<file path="src/rtl/fft_bfp_pkg.sv">
// Shared types and constants for the block-floating-point FFT scale controller.
package fft_bfp_pkg;

  typedef enum logic [1:0] {
    S_IDLE = 2'd0,
    S_RUN  = 2'd1,
    S_DONE = 2'd2
  } state_t;

  localparam int unsigned SM_COND   = 0;
  localparam int unsigned SM_UNCOND = 1;
  localparam int unsigned SM_NONE   = 2;

  // Ceiling log2; clog2(1) == 0.
  function automatic int unsigned clog2(input int unsigned n);
    int unsigned r;
    r = 0;
    while ((64'd1 << r) < 64'(n)) r = r + 1;
    return r;
  endfunction

endpackage

</file>
<file path="src/rtl/fft_bfp_risk_det.sv">
// Flags a complex {im,re} word whose guard bits do not all match its sign bit.
module fft_bfp_risk_det #(
  parameter int unsigned WIDTH = 18,
  parameter int unsigned GUARD = 2
) (
  input  logic [2*WIDTH-1:0] word,
  output logic               risky
);

  logic [WIDTH-1:0] re;
  logic [WIDTH-1:0] im;
  logic             re_risky;
  logic             im_risky;

  assign re = word[WIDTH-1:0];
  assign im = word[2*WIDTH-1:WIDTH];

  assign re_risky = (re[WIDTH-2 -: GUARD] != {GUARD{re[WIDTH-1]}});
  assign im_risky = (im[WIDTH-2 -: GUARD] != {GUARD{im[WIDTH-1]}});
  assign risky    = re_risky | im_risky;

  // Bits below the guard band carry no overflow information.
  logic unused_low;
  assign unused_low = ^{re[WIDTH-2-GUARD:0], im[WIDTH-2-GUARD:0]};

endmodule

</file>
<file path="src/rtl/fft_bfp_scale_ctrl.sv">
// Block-floating-point scaling controller: per-channel load risk, per-stage UPSCALE, frame exponent.
// Optional risky-beat counter output RISK_CNT enabled by defining FFT_BFP_RISK_STATS_EN.
module fft_bfp_scale_ctrl
  import fft_bfp_pkg::*;
#(
  parameter  int unsigned WIDTH      = 18,
  parameter  int unsigned LOGPTS     = 8,
  parameter  int unsigned GUARD      = 2,
  parameter  int unsigned NCH        = 2,
  parameter  int unsigned SCALE_MODE = SM_COND,
  localparam int unsigned CHW        = (clog2(NCH) > 1) ? clog2(NCH) : 1,
  localparam int unsigned EXPW       = clog2(LOGPTS + 1)
) (
  input  logic                 CLK,
  input  logic                 RST,
  input  logic                 LD_START,
  input  logic [CHW-1:0]       LD_CH,
  input  logic                 LD_VALID,
  input  logic [WIDTH-1:0]     LD_RE,
  input  logic [WIDTH-1:0]     LD_IM,
  input  logic                 FFT_START,
  input  logic [CHW-1:0]       FFT_CH,
  input  logic                 BF_VALID,
  input  logic [2*WIDTH-1:0]   BF_P,
  input  logic [2*WIDTH-1:0]   BF_Q,
  input  logic                 STAGE_END,
  output logic                 UPSCALE,
  output logic                 BUSY,
  output logic                 FRAME_DONE,
  output logic [EXPW-1:0]      SCALE_EXP,
`ifdef FFT_BFP_RISK_STATS_EN
  output logic [LOGPTS:0]      RISK_CNT,
`endif
  output logic [CHW-1:0]       EXP_CH
);

  localparam int unsigned     NSLOT      = 1 << CHW;
  localparam logic [EXPW-1:0] LAST_STAGE = EXPW'(LOGPTS - 1);
  localparam logic            COND       = (SCALE_MODE == SM_COND);
  localparam logic            UP_FIXED   = (SCALE_MODE == SM_UNCOND);

  state_t           state;
  logic [CHW-1:0]   cur_ch;
  logic [EXPW-1:0]  stage;
  logic [EXPW-1:0]  exp_acc;
  logic             bf_risk;
  logic [NSLOT-1:0] ld_risk;

  logic ld_risky;
  logic p_risky;
  logic q_risky;
  logic beat_risky;

  fft_bfp_risk_det #(.WIDTH(WIDTH), .GUARD(GUARD)) u_det_ld (
    .word  ({LD_IM, LD_RE}),
    .risky (ld_risky)
  );

  fft_bfp_risk_det #(.WIDTH(WIDTH), .GUARD(GUARD)) u_det_p (
    .word  (BF_P),
    .risky (p_risky)
  );

  fft_bfp_risk_det #(.WIDTH(WIDTH), .GUARD(GUARD)) u_det_q (
    .word  (BF_Q),
    .risky (q_risky)
  );

  assign beat_risky = BF_VALID & (p_risky | q_risky);

  // Load-side risk flags run independently of the frame FSM so ping-pong loads overlap a frame.
  always_ff @(posedge CLK) begin
    if (RST) begin
      ld_risk <= '0;
    end else if (LD_START) begin
      ld_risk[LD_CH] <= 1'b0;
    end else if (LD_VALID && ld_risky) begin
      ld_risk[LD_CH] <= 1'b1;
    end
  end

  always_ff @(posedge CLK) begin
    if (RST) begin
      state      <= S_IDLE;
      cur_ch     <= '0;
      stage      <= '0;
      exp_acc    <= '0;
      bf_risk    <= 1'b0;
      UPSCALE    <= 1'b0;
      BUSY       <= 1'b0;
      FRAME_DONE <= 1'b0;
      SCALE_EXP  <= '0;
      EXP_CH     <= '0;
    end else begin
      case (state)
        S_IDLE: begin
          if (FFT_START) begin
            state   <= S_RUN;
            BUSY    <= 1'b1;
            cur_ch  <= FFT_CH;
            stage   <= '0;
            exp_acc <= '0;
            bf_risk <= 1'b0;
            UPSCALE <= COND ? ld_risk[FFT_CH] : UP_FIXED;
          end
        end
        S_RUN: begin
          if (STAGE_END) begin
            // A beat coincident with STAGE_END still belongs to the ending stage.
            exp_acc <= exp_acc + EXPW'(UPSCALE);
            stage   <= stage + EXPW'(1);
            UPSCALE <= COND ? (bf_risk | beat_risky) : UP_FIXED;
            bf_risk <= 1'b0;
            if (stage == LAST_STAGE) begin
              state      <= S_DONE;
              FRAME_DONE <= 1'b1;
              SCALE_EXP  <= exp_acc + EXPW'(UPSCALE);
              EXP_CH     <= cur_ch;
            end
          end else if (beat_risky) begin
            bf_risk <= 1'b1;
          end
        end
        S_DONE: begin
          state      <= S_IDLE;
          BUSY       <= 1'b0;
          FRAME_DONE <= 1'b0;
          UPSCALE    <= 1'b0;
        end
        default: begin
          state <= S_IDLE;
          BUSY  <= 1'b0;
        end
      endcase
    end
  end

`ifdef FFT_BFP_RISK_STATS_EN
  localparam int unsigned RCW = LOGPTS + 1;

  logic [RCW-1:0] risk_acc;
  logic [RCW-1:0] risk_next;

  assign risk_next = (beat_risky && (risk_acc != '1)) ? risk_acc + RCW'(1) : risk_acc;

  // Saturating risky-beat count, published together with SCALE_EXP.
  always_ff @(posedge CLK) begin
    if (RST) begin
      risk_acc <= '0;
      RISK_CNT <= '0;
    end else begin
      if (state == S_IDLE && FFT_START) begin
        risk_acc <= '0;
      end else if (state == S_RUN) begin
        risk_acc <= risk_next;
      end
      if (state == S_RUN && STAGE_END && stage == LAST_STAGE) begin
        RISK_CNT <= risk_next;
      end
    end
  end
`endif

endmodule

</file>
<file path="config.mk">
export PLATFORM = sky130hd
export DESIGN_NAME = fft_bfp_scale_ctrl
export DESIGN_NICKNAME = d
export VERILOG_FILES = /design/src/rtl/fft_bfp_pkg.sv /design/src/rtl/fft_bfp_risk_det.sv /design/src/rtl/fft_bfp_scale_ctrl.sv
export SDC_FILE = /design/constraint.sdc
export NUM_CORES = 1
export LEC_CHECK = 0
export CAP_MARGIN = 40
export CELL_PAD_IN_SITES_DETAIL_PLACEMENT = 0
export CELL_PAD_IN_SITES_GLOBAL_PLACEMENT = 1
export CORE_ASPECT_RATIO = 1.5
export CORE_MARGIN = 5
export CORE_UTILIZATION = 19
export DETAILED_ROUTE_END_ITERATION = 6
export PLACE_DENSITY = 0.91
export SLEW_MARGIN = 20
export SYNTH_ARGS = -nofsm -noshare
export SYNTH_HDL_FRONTEND = slang
export SYNTH_SLANG_ARGS = --single-unit
</file>
<file path="constraint.sdc">
create_clock -name CLK -period 2.4 [get_ports CLK]
set_clock_uncertainty 0.15 [all_clocks]
set_input_delay 0.24 -clock CLK [delete_from_list [all_inputs] [get_ports CLK]]
set_output_delay 0.24 -clock CLK [all_outputs]
set_load 0.05 [all_outputs]
</file>
Word level (Yosys, flattened, before mapping)
Cells that the tools add are included.

word-level totals
  bits in registers = 22
  bits in latches = 0
  bits in writable memories = 0
  memory bits (read-only) = 0
  bits of input ports = 117
  output and inout bits = 8
  word-level logic and storage cells = 81
  memories kept = 0

operators by class
  add/subtract/negate cells = 2
  $mul = 0
  divide/modulo/power cells = 0
  magnitude comparators = 3
  equality and inequality tests = 13
  shift-type cells = 0
  multiplexer cells = 27
  bitwise operators = 10
  reductions and logical operators = 15

operators by type and width
  operator                                                     count
  AND reduction 3 bit                                          6
  one-hot mux 4 bit (2 select lines)                           2
  two-way mux 4 bit                                            3
  != test 2 bit                                                6
  two-way mux 1 bit                                            11
  two-way mux 2 bit                                            5
  != test 2 bit (second input constant)                        3
  one-hot mux 1 bit (2 select lines)                           3
  nonzero test 2 bit                                           3
  OR 1 bit                                                     5
  adder 4 x 1 -> 4 bit                                         1
  adder 4 x 1 -> 4 bit (second input constant)                 1
  == test 4 x 3 -> 1 bit (second input constant)               1
  less-than comparator 1 x 2 -> 1 bit (second input constant)  2
  one-hot mux 2 bit (2 select lines)                           1
  AND reduction 2 bit                                          2
  != test 3 bit (second input constant)                        1
  one-hot mux 1 bit (3 select lines)                           1
  nonzero test 3 bit                                           1
  AND 2 bit                                                    1
  == test 2 x 1 -> 1 bit (second input constant)               1
  == test 2 bit (second input constant)                        1
  logical AND 1 bit                                            2
  zero test 2 bit                                              1
  other kinds (6)                                              6

Longest topological paths before layout
Gate-level depths: netlist of run 1.

  depth in word-level cells = 7
  gate-level depth with buffers = 8
  gate-level depth less buffers = 6

Cells and area by module
Synthesis of run 1 repeated with hierarchy kept, for this count alone.

unflattened totals
  cells, all modules = 148
  area total of the unflattened synthesis = 1248.7 sq um

modules (own cells, without submodules)
  module              times used  cells each  area an instance (sq um)  sequential area each (sq um)
  fft_bfp_scale_ctrl  1           133         1162.4                    440.4
  fft_bfp_risk_det    3           5           28.8                      0.0

Worst setup path after synthesis of run 1
Ideal clock, no wire load.

  path type = register to register
  from = reg state[0]
  to = reg state[0]
  library setup time = 0.114 ns
  arrival = 1.489 ns
  data required time = 2.136 ns
  setup slack = 0.647 ns
  stages on the path, launching flop included = 9
  path buffers = 2
  period minus slack after synthesis = 1.753 ns
  cells stage by stage = dfxtp_1 > inv_1 > ha_1 > buf_6 > nor2b_4 > buf_6 > a211oi_1 > mux2i_1 > nor2_1

between the ends
  word-level cells in the longest chain between the ends = 3
  elaborated cells between the ends (all ways) = 7
  those cells by class = eq/ne: 4; mux: 1; reduce/logical: 2

RTL lines
  element                                                           RTL line                   RTL
  start, declared                                                   fft_bfp_scale_ctrl.sv:42   state_t state;
  start signal, assigned                                            fft_bfp_scale_ctrl.sv:84   state <= S_IDLE;
  start signal, assigned                                            fft_bfp_scale_ctrl.sv:98   state <= S_RUN;
  start signal, assigned                                            fft_bfp_scale_ctrl.sv:115  state <= S_DONE;
  == test 2 x 1 -> 1 bit / zero test 2 bit (equally long branches)  fft_bfp_scale_ctrl.sv:95   case (state)
  != test 2 bit (no line)                                           --
  AND reduction 3 bit (no line)                                     --

Parallel ways exist; a longest one is shown, timed or not.
A chain may end at the register's enable or synchronous reset.

Worst setup path in the final report of run 1
  from = reg state[1]
  to = reg state[0]

Same word-level chain as after synthesis.

==> results of run 1 <==
==> routing by layer <==
| layer | global-route usage | share of wire |
|---|---|---|
| met5 | 0 | 0 |
| met3 | 0.0165 | 0.057 |
| met2 | 0.119 | 0.49 |
| met1 | 0.0843 | 0.44 |
| met4 | 0.0191 | 0.0063 |
==> state kept, by name, summed over array words and instances, names as in the netlist, named ones only <==
signal / cells
BUSY: 1
state: 2
FRAME_DONE: 1
UPSCALE: 1
exp_acc: 4
cur_ch: 1
bf_risk: 1
stage: 4
SCALE_EXP: 4
EXP_CH: 1
==> synthesized netlist by cell type (all sizes together), types with 2 or more instances <==
cell,instances,area (sq um)
ha,7,87.6
o22ai,3,18.8
dfxtp,22,440
o2111ai,2,17.5
nand2,6,22.5
mux2i,8,80.1
a21oi,4,20.0
xnor2,3,26.3
nor2,11,43.8
a31oi,3,33.8
buf,5,50.0
and2b,2,15.0
nor3,10,55.1
o21ai,3,15.0
inv,7,26.3
a211oi,6,50.1
a22o,4,35.0
and3,6,37.5
nor2b,2,20.0
nand3,5,25.0
==> cell type report <==
class,count,area share
clock inverter,1,0.0175
timing repair buffer,36,0.207
tap,76,0.0555
multi-input combinational,99,0.423
clock buffer,3,0.0241
inverter,7,0.0153
sequential,22,0.257
==> worst register-to-register path, stage by stage (launching register included) <==
cell      delay [ns]
dfxtp_1         0.35
inv_1           0.08
ha_1            0.30
and2b_1         0.27
a211oi_1        0.38
mux2i_1         0.23
nor2_1          0.05
==> worst paths after layout <==
| kind | end | start | slack [ns] |
|---|---|---|---|
| max | state[0] | state[1] | 0.48 |
| min | cur_ch | cur_ch | 0.32 |
| max reg2reg | state[0] | state[1] | 0.48 |
| min reg2reg | cur_ch | cur_ch | 0.32 |
==> stage by stage <==
stage / setup slack, ns / power (uW) / hold slack (ns) / cell area, sq um / std cells
after global placement: 0.440 / 629 / 0.303 / 1640 / 240
after floorplan: 0.647 / 560 / 0.184 / 1240 / 133
final: 0.484 / 963 / 0.321 / 1710 / 244
after detailed placement: 0.401 / 632 / 0.315 / 1640 / 240
after global routing: 0.349 / 1020 / 0.353 / 1710 / 244
after CTS: 0.464 / 977 / 0.327 / 1710 / 244
==> power groups by stage <==
stage | sequential (uW) | combinational [uW] | clock (uW)
2_1_floorplan | 413 | 146 | 0
3_3_place_gp | 401 | 229 | 0
3_5_place_dp | 402 | 230 | 0
4_1_cts | 393 | 231 | 353
5_1_grt | 395 | 255 | 368
6_report | 392 | 229 | 342
==> cells by family (layout without fill, tap and decap cells) <==
family | Yosys count | after routing | synth area share
simple gates | 51 | 51 | 0.241
compound gates | 29 | 29 | 0.179
flops | 22 | 22 | 0.355
buf+inv | 12 | 47 | 0.0615
mux | 8 | 8 | 0.0645
fa+ha+maj | 7 | 7 | 0.0706
xor+xnor | 4 | 4 | 0.0282
==> metrics.cfg, run 1 <==
[outcome]
status = complete, no violations

[global_routing]
grt_first_pass_wirelength_um = 4820
overflow = 0
grt_pass1_vias = 1090
grt_antenna_before_repair = 0
grt_max_degree = 14
grt.total_usage = 0.0688

[synth]
syn_area_per_cell_sq_um = 9.33
ys_seq_area_frac = 0.355
ys_warn_count = 0
synth_nets = 257
syn_area_sq_um = 1240
syn_inst = 133
ys_ff_latch = 22
synth_cell_types = 40
async_flop_share = 0
synth_flop_cell = dfxtp_1
synth_edf_count = 0

[clock_network]
htreeDepth = 1
cts.clk_slew.worst_paths_ns = 0.08
clock_path_buffers = 2
cts_sinks = 22
cts_setup_buffers = 0
hold_buffers = 0
cts_tree = yes
cts_resized = 0
cts_buffers = 3
clk_latency_ns = 0.26
clockRootBuffer = clkbuf_8

[finish]
antenna_cells = 0
seq_area_sq_um = 440
drive_above_1_share = 0.0893
fill_cells = 685
layout_commonest_cell = clkdlybuf4s50_1
fin_nets = 293
area_growth_pct = 38.0
layout_common_cells = 34 x clkdlybuf4s50_1, 22 x dfxtp_1, 10 x nor2_1
post-route-util = 0.266
multiInputGateArea_sq_um = 724

[floorplan]
die_h_um = 109
initial_core_util = 0.193
die-width_um = 76.0
die_area_sq_um = 8280
rows = 36
core_area_sq_um = 6440
io_pins = 125

[power]
pwr-share-seq = 0.407
clkPwrFrac = 0.355
p_comb_frac = 0.238
switching_share = 0.264
p_int_uw = 709
leakage_uw = 0.000623
peakVddDrop_mv = 0.385
p_per_area_nw_per_um2 = 562
p_sw_uw = 254

[setup_path]
path_class = register to register
crit_fanout = 10
cp.depth = 6
worstPathRequired_ns = 2.41
r2r_cells = 6
crit_arrival_ns = 1.92
start_kind = register
cp_cell_sequence = inv_1, ha_1, and2b_1, a211oi_1, mux2i_1, nor2_1
slowest_delay_ns = 0.38
endpoint_kind = register
critPathTopFamily = compound AO/OA/AOI/OAI gates
crit_slowest_cell = a211oi_1
worst-path-buf-inv = 1

[drt]
drt_iter0_drc = 20
routedWlPerCell_um = 11.1
drtPass1Iterations = 4
avgViaCountPerCell = 4.42
drc = 0
finalWirelength_um = 2710
ant_nets = 0
via_count = 1078

[timing]
tightest_slew_ns = 0.509
fin_crit_ns = 1.92
fin_crit_sh = 0.798
slew_headroom = 0.660
rsz0062_at_grt = false
setup_viol_count_final = 0
fmax_mhz = 522
drv_slew = 0
hold_violations = 0
fin_tns_setup_ns = 0

[place]
dp_hpwl_um = 2290
finalWeightedCongestion = 0.761
io_buffers = 34

[flow_run]
max_cap_violations = 0

[worst_hold_path]
min_path_type = register to register
hold_depth = 2

(Power assumes the default switching activity.)
==> inputs of run 2 (changes only) <==
==> constraint.sdc (replaced) <==
create_clock -name CLK -period 2 [get_ports CLK]
set_clock_uncertainty 0.15 [all_clocks]
set_input_delay 0.2 -clock CLK [delete_from_list [all_inputs] [get_ports CLK]]
set_output_delay 0.2 -clock CLK [all_outputs]
set_load 0.05 [all_outputs]
==> run 2 against run 1 <==
Compared with the run above: clock-buffer cell count unchanged; setup slack worse by 0.32 ns; critical path depth down 1; first-iteration DRC count down 65%; total power up 23%; non-clock buffer count up 2; sequential power up 20%; global-route usage up 0.52 points; clock power up 24%; utilization up 0.41 points; hold slack worse by 0.010 ns.
==> metrics.cfg, run 2 (synthesis results as in run 1) <==
[outcome]
status = complete, no violations  ; unchanged

[setup_path]
crit_arrival_ns = 1.89  ; was 1.92 ns
path_class = register to register  ; unchanged
worstPathRequired_ns = 2.05  ; was 2.41 ns
endpoint_kind = register  ; unchanged
crit_fanout = 9  ; was 10
start_kind = register  ; unchanged

[clock_network]
clockRootBuffer = clkbuf_8  ; unchanged
htreeDepth = 1  ; unchanged
cts_buffers = 3  ; unchanged
cts_tree = yes  ; unchanged
cts_sinks = 22  ; unchanged
clock_path_buffers = 2  ; unchanged
cts.clk_slew.worst_paths_ns = 0.08  ; about the same
clk_latency_ns = 0.27  ; was 0.26 ns

[place]
dp_hpwl_um = 2380  ; was 2290 um
finalWeightedCongestion = 0.809  ; was 0.761
dp_slack_ns = 0.122  ; was 0.401 ns
io_buffers = 34  ; unchanged

[finish]
multiInputGateArea_sq_um = 736  ; was 724 sq um
drive_above_1_share = 0.106  ; was 0.0893
fill_cells = 696  ; was 685
area_growth_pct = 40.1  ; was 38.0%
antenna_cells = 0  ; unchanged
layout_common_cells = 34 x clkdlybuf4s50_1, 22 x dfxtp_1, 10 x nor2_1  ; unchanged
layout_commonest_cell = clkdlybuf4s50_1  ; unchanged
fin_nets = 295  ; was 293
post-route-util = 0.270  ; was 0.266
reg_top3 = SCALE_EXP x4, exp_acc x4, stage x4  ; unchanged
seq_area_sq_um = 440  ; unchanged

[global_routing]
met2_usage = 0.131  ; was 0.119
overflow = 0  ; unchanged
grt.total_usage = 0.0740  ; was 0.0688
grt_antenna_before_repair = 0  ; unchanged
use_met3 = 0.0157  ; was 0.0165
grt_pass1_vias = 1140  ; was 1090
grt_max_degree = 16  ; was 14
met1_usage = 0.0848  ; was 0.0843
busiest_layer = met2  ; unchanged
grt_first_pass_wirelength_um = 5100  ; was 4820 um

[floorplan]
initial_core_util = 0.193  ; unchanged
io_pins = 125  ; unchanged
rows = 36  ; unchanged
die_area_sq_um = 8280  ; unchanged
core_area_sq_um = 6440  ; unchanged
die_h_um = 109  ; unchanged
die-width_um = 76.0  ; unchanged

[timing]
fin_crit_ns = 1.84  ; was 1.92 ns
fin_tns_setup_ns = 0  ; unchanged
slew_headroom = 0.657  ; was 0.660
holdWs_ns = 0.311  ; was 0.321 ns
hold_violations = 0  ; unchanged
tightest_slew_ns = 0.513  ; was 0.509 ns
rsz0062_at_grt = false  ; unchanged
drv_slew = 0  ; unchanged
fin_crit_sh = 0.920  ; was 0.798
fin_ws_ns = 0.161  ; was 0.484 ns
fmax_mhz = 544  ; was 522 MHz
setup_viol_count_final = 0  ; unchanged

[drt]
finalWirelength_um = 2880  ; was 2710 um
drc = 0  ; unchanged
drtPass1Iterations = 4  ; unchanged
drt_iter0_drc = 7  ; was 20
routedWlPerCell_um = 11.7  ; was 11.1 um
ant_nets = 0  ; unchanged
via_count = 1097  ; was 1078
avgViaCountPerCell = 4.46  ; was 4.42

[flow_run]
max_cap_violations = 0  ; unchanged

[power]
p_per_area_nw_per_um2 = 682  ; was 562 nW/um^2
p_total_uw = 1190  ; was 963 uW
leakage_uw = 0.000636  ; was 0.000623 uW
peakVddDrop_mv = 0.379  ; was 0.385 mV

[worst_hold_path]
min_path_type = register to register  ; unchanged

run 2: cell count changes in the layout (fill, tap and decap cells not counted):
cell,change
a211oi_1,-1
nor3_2,-1
buf_4,+2
a211oi_2,+1
nor3_4,+1
run 2: worst paths after layout:
kind | from | endpoint | slack, ns | cells past startpoint
setup / recovery | state[0] | bf_risk | 0.16 | 5
hold / removal | cur_ch | cur_ch | 0.31 | 2
setup reg to reg | state[0] | bf_risk | 0.16 | 5
hold reg to reg | cur_ch | cur_ch | 0.31 | 2
run 2: metal layers:
layer,part of all wire,up-vias
met4,0.017,0
li1,-,561
met1,0.43,503
met5,0,-
met2,0.50,28
met3,0.053,5
run 2: per-stage QoR:
| step | instances | cell area, sq um |
|---|---|---|
| 2_1_floorplan | 133 | 1240 |
| 3_3_place_gp | 242 | 1660 |
| 3_5_place_dp | 242 | 1660 |
| 4_1_cts | 246 | 1730 |
| 5_1_grt | 246 | 1740 |
| 6_report | 246 | 1740 |
run 2: layout make-up:
cell class	count	area share
Timing Repair Buffer	38	0.213
Multi-Input combinational cell	99	0.423
Tap cell	76	0.0547
Sequential cell	22	0.253
Clock buffer	3	0.0237
Clock inverter	1	0.0173
Inverter	7	0.0151
run 2: repair_timing:
| action | 4_1_cts | 5_1_grt |
|---|---|---|
| hold buffers | 0 | 0 |
| endpoints found under the hold margin | 0 | 0 |
| setup endpoints to repair | 0 | 2 |
| setup buffers | 0 | 0 |
| gates resized for setup | 0 | 2 |
run 2: where the power goes:
group	switching (uW)	internal, uW
Combinational	156	137
Clock	156	268
Sequential	13.9	457
Total	326	861
run 2: critical path, cell delays in order, from the launching register on:
cell and delay (ns):
dfxtp_1 0.40, inv_1 0.08, ha_1 0.32, or2_2 0.37
a31oi_4 0.27, a21boi_0 0.19
==> inputs of run 3 (changes only) <==
--- a/config.mk
+++ b/config.mk
@@ -11,6 +11,7 @@
 export CORE_ASPECT_RATIO = 1.5
 export CORE_MARGIN = 5
 export CORE_UTILIZATION = 19
+export CTS_CLUSTER_SIZE = 30
 export DETAILED_ROUTE_END_ITERATION = 6
 export PLACE_DENSITY = 0.91
 export SLEW_MARGIN = 20
==> results of run 3 <==
No change in the layout: final DEF, timing and power equal those of run 2.
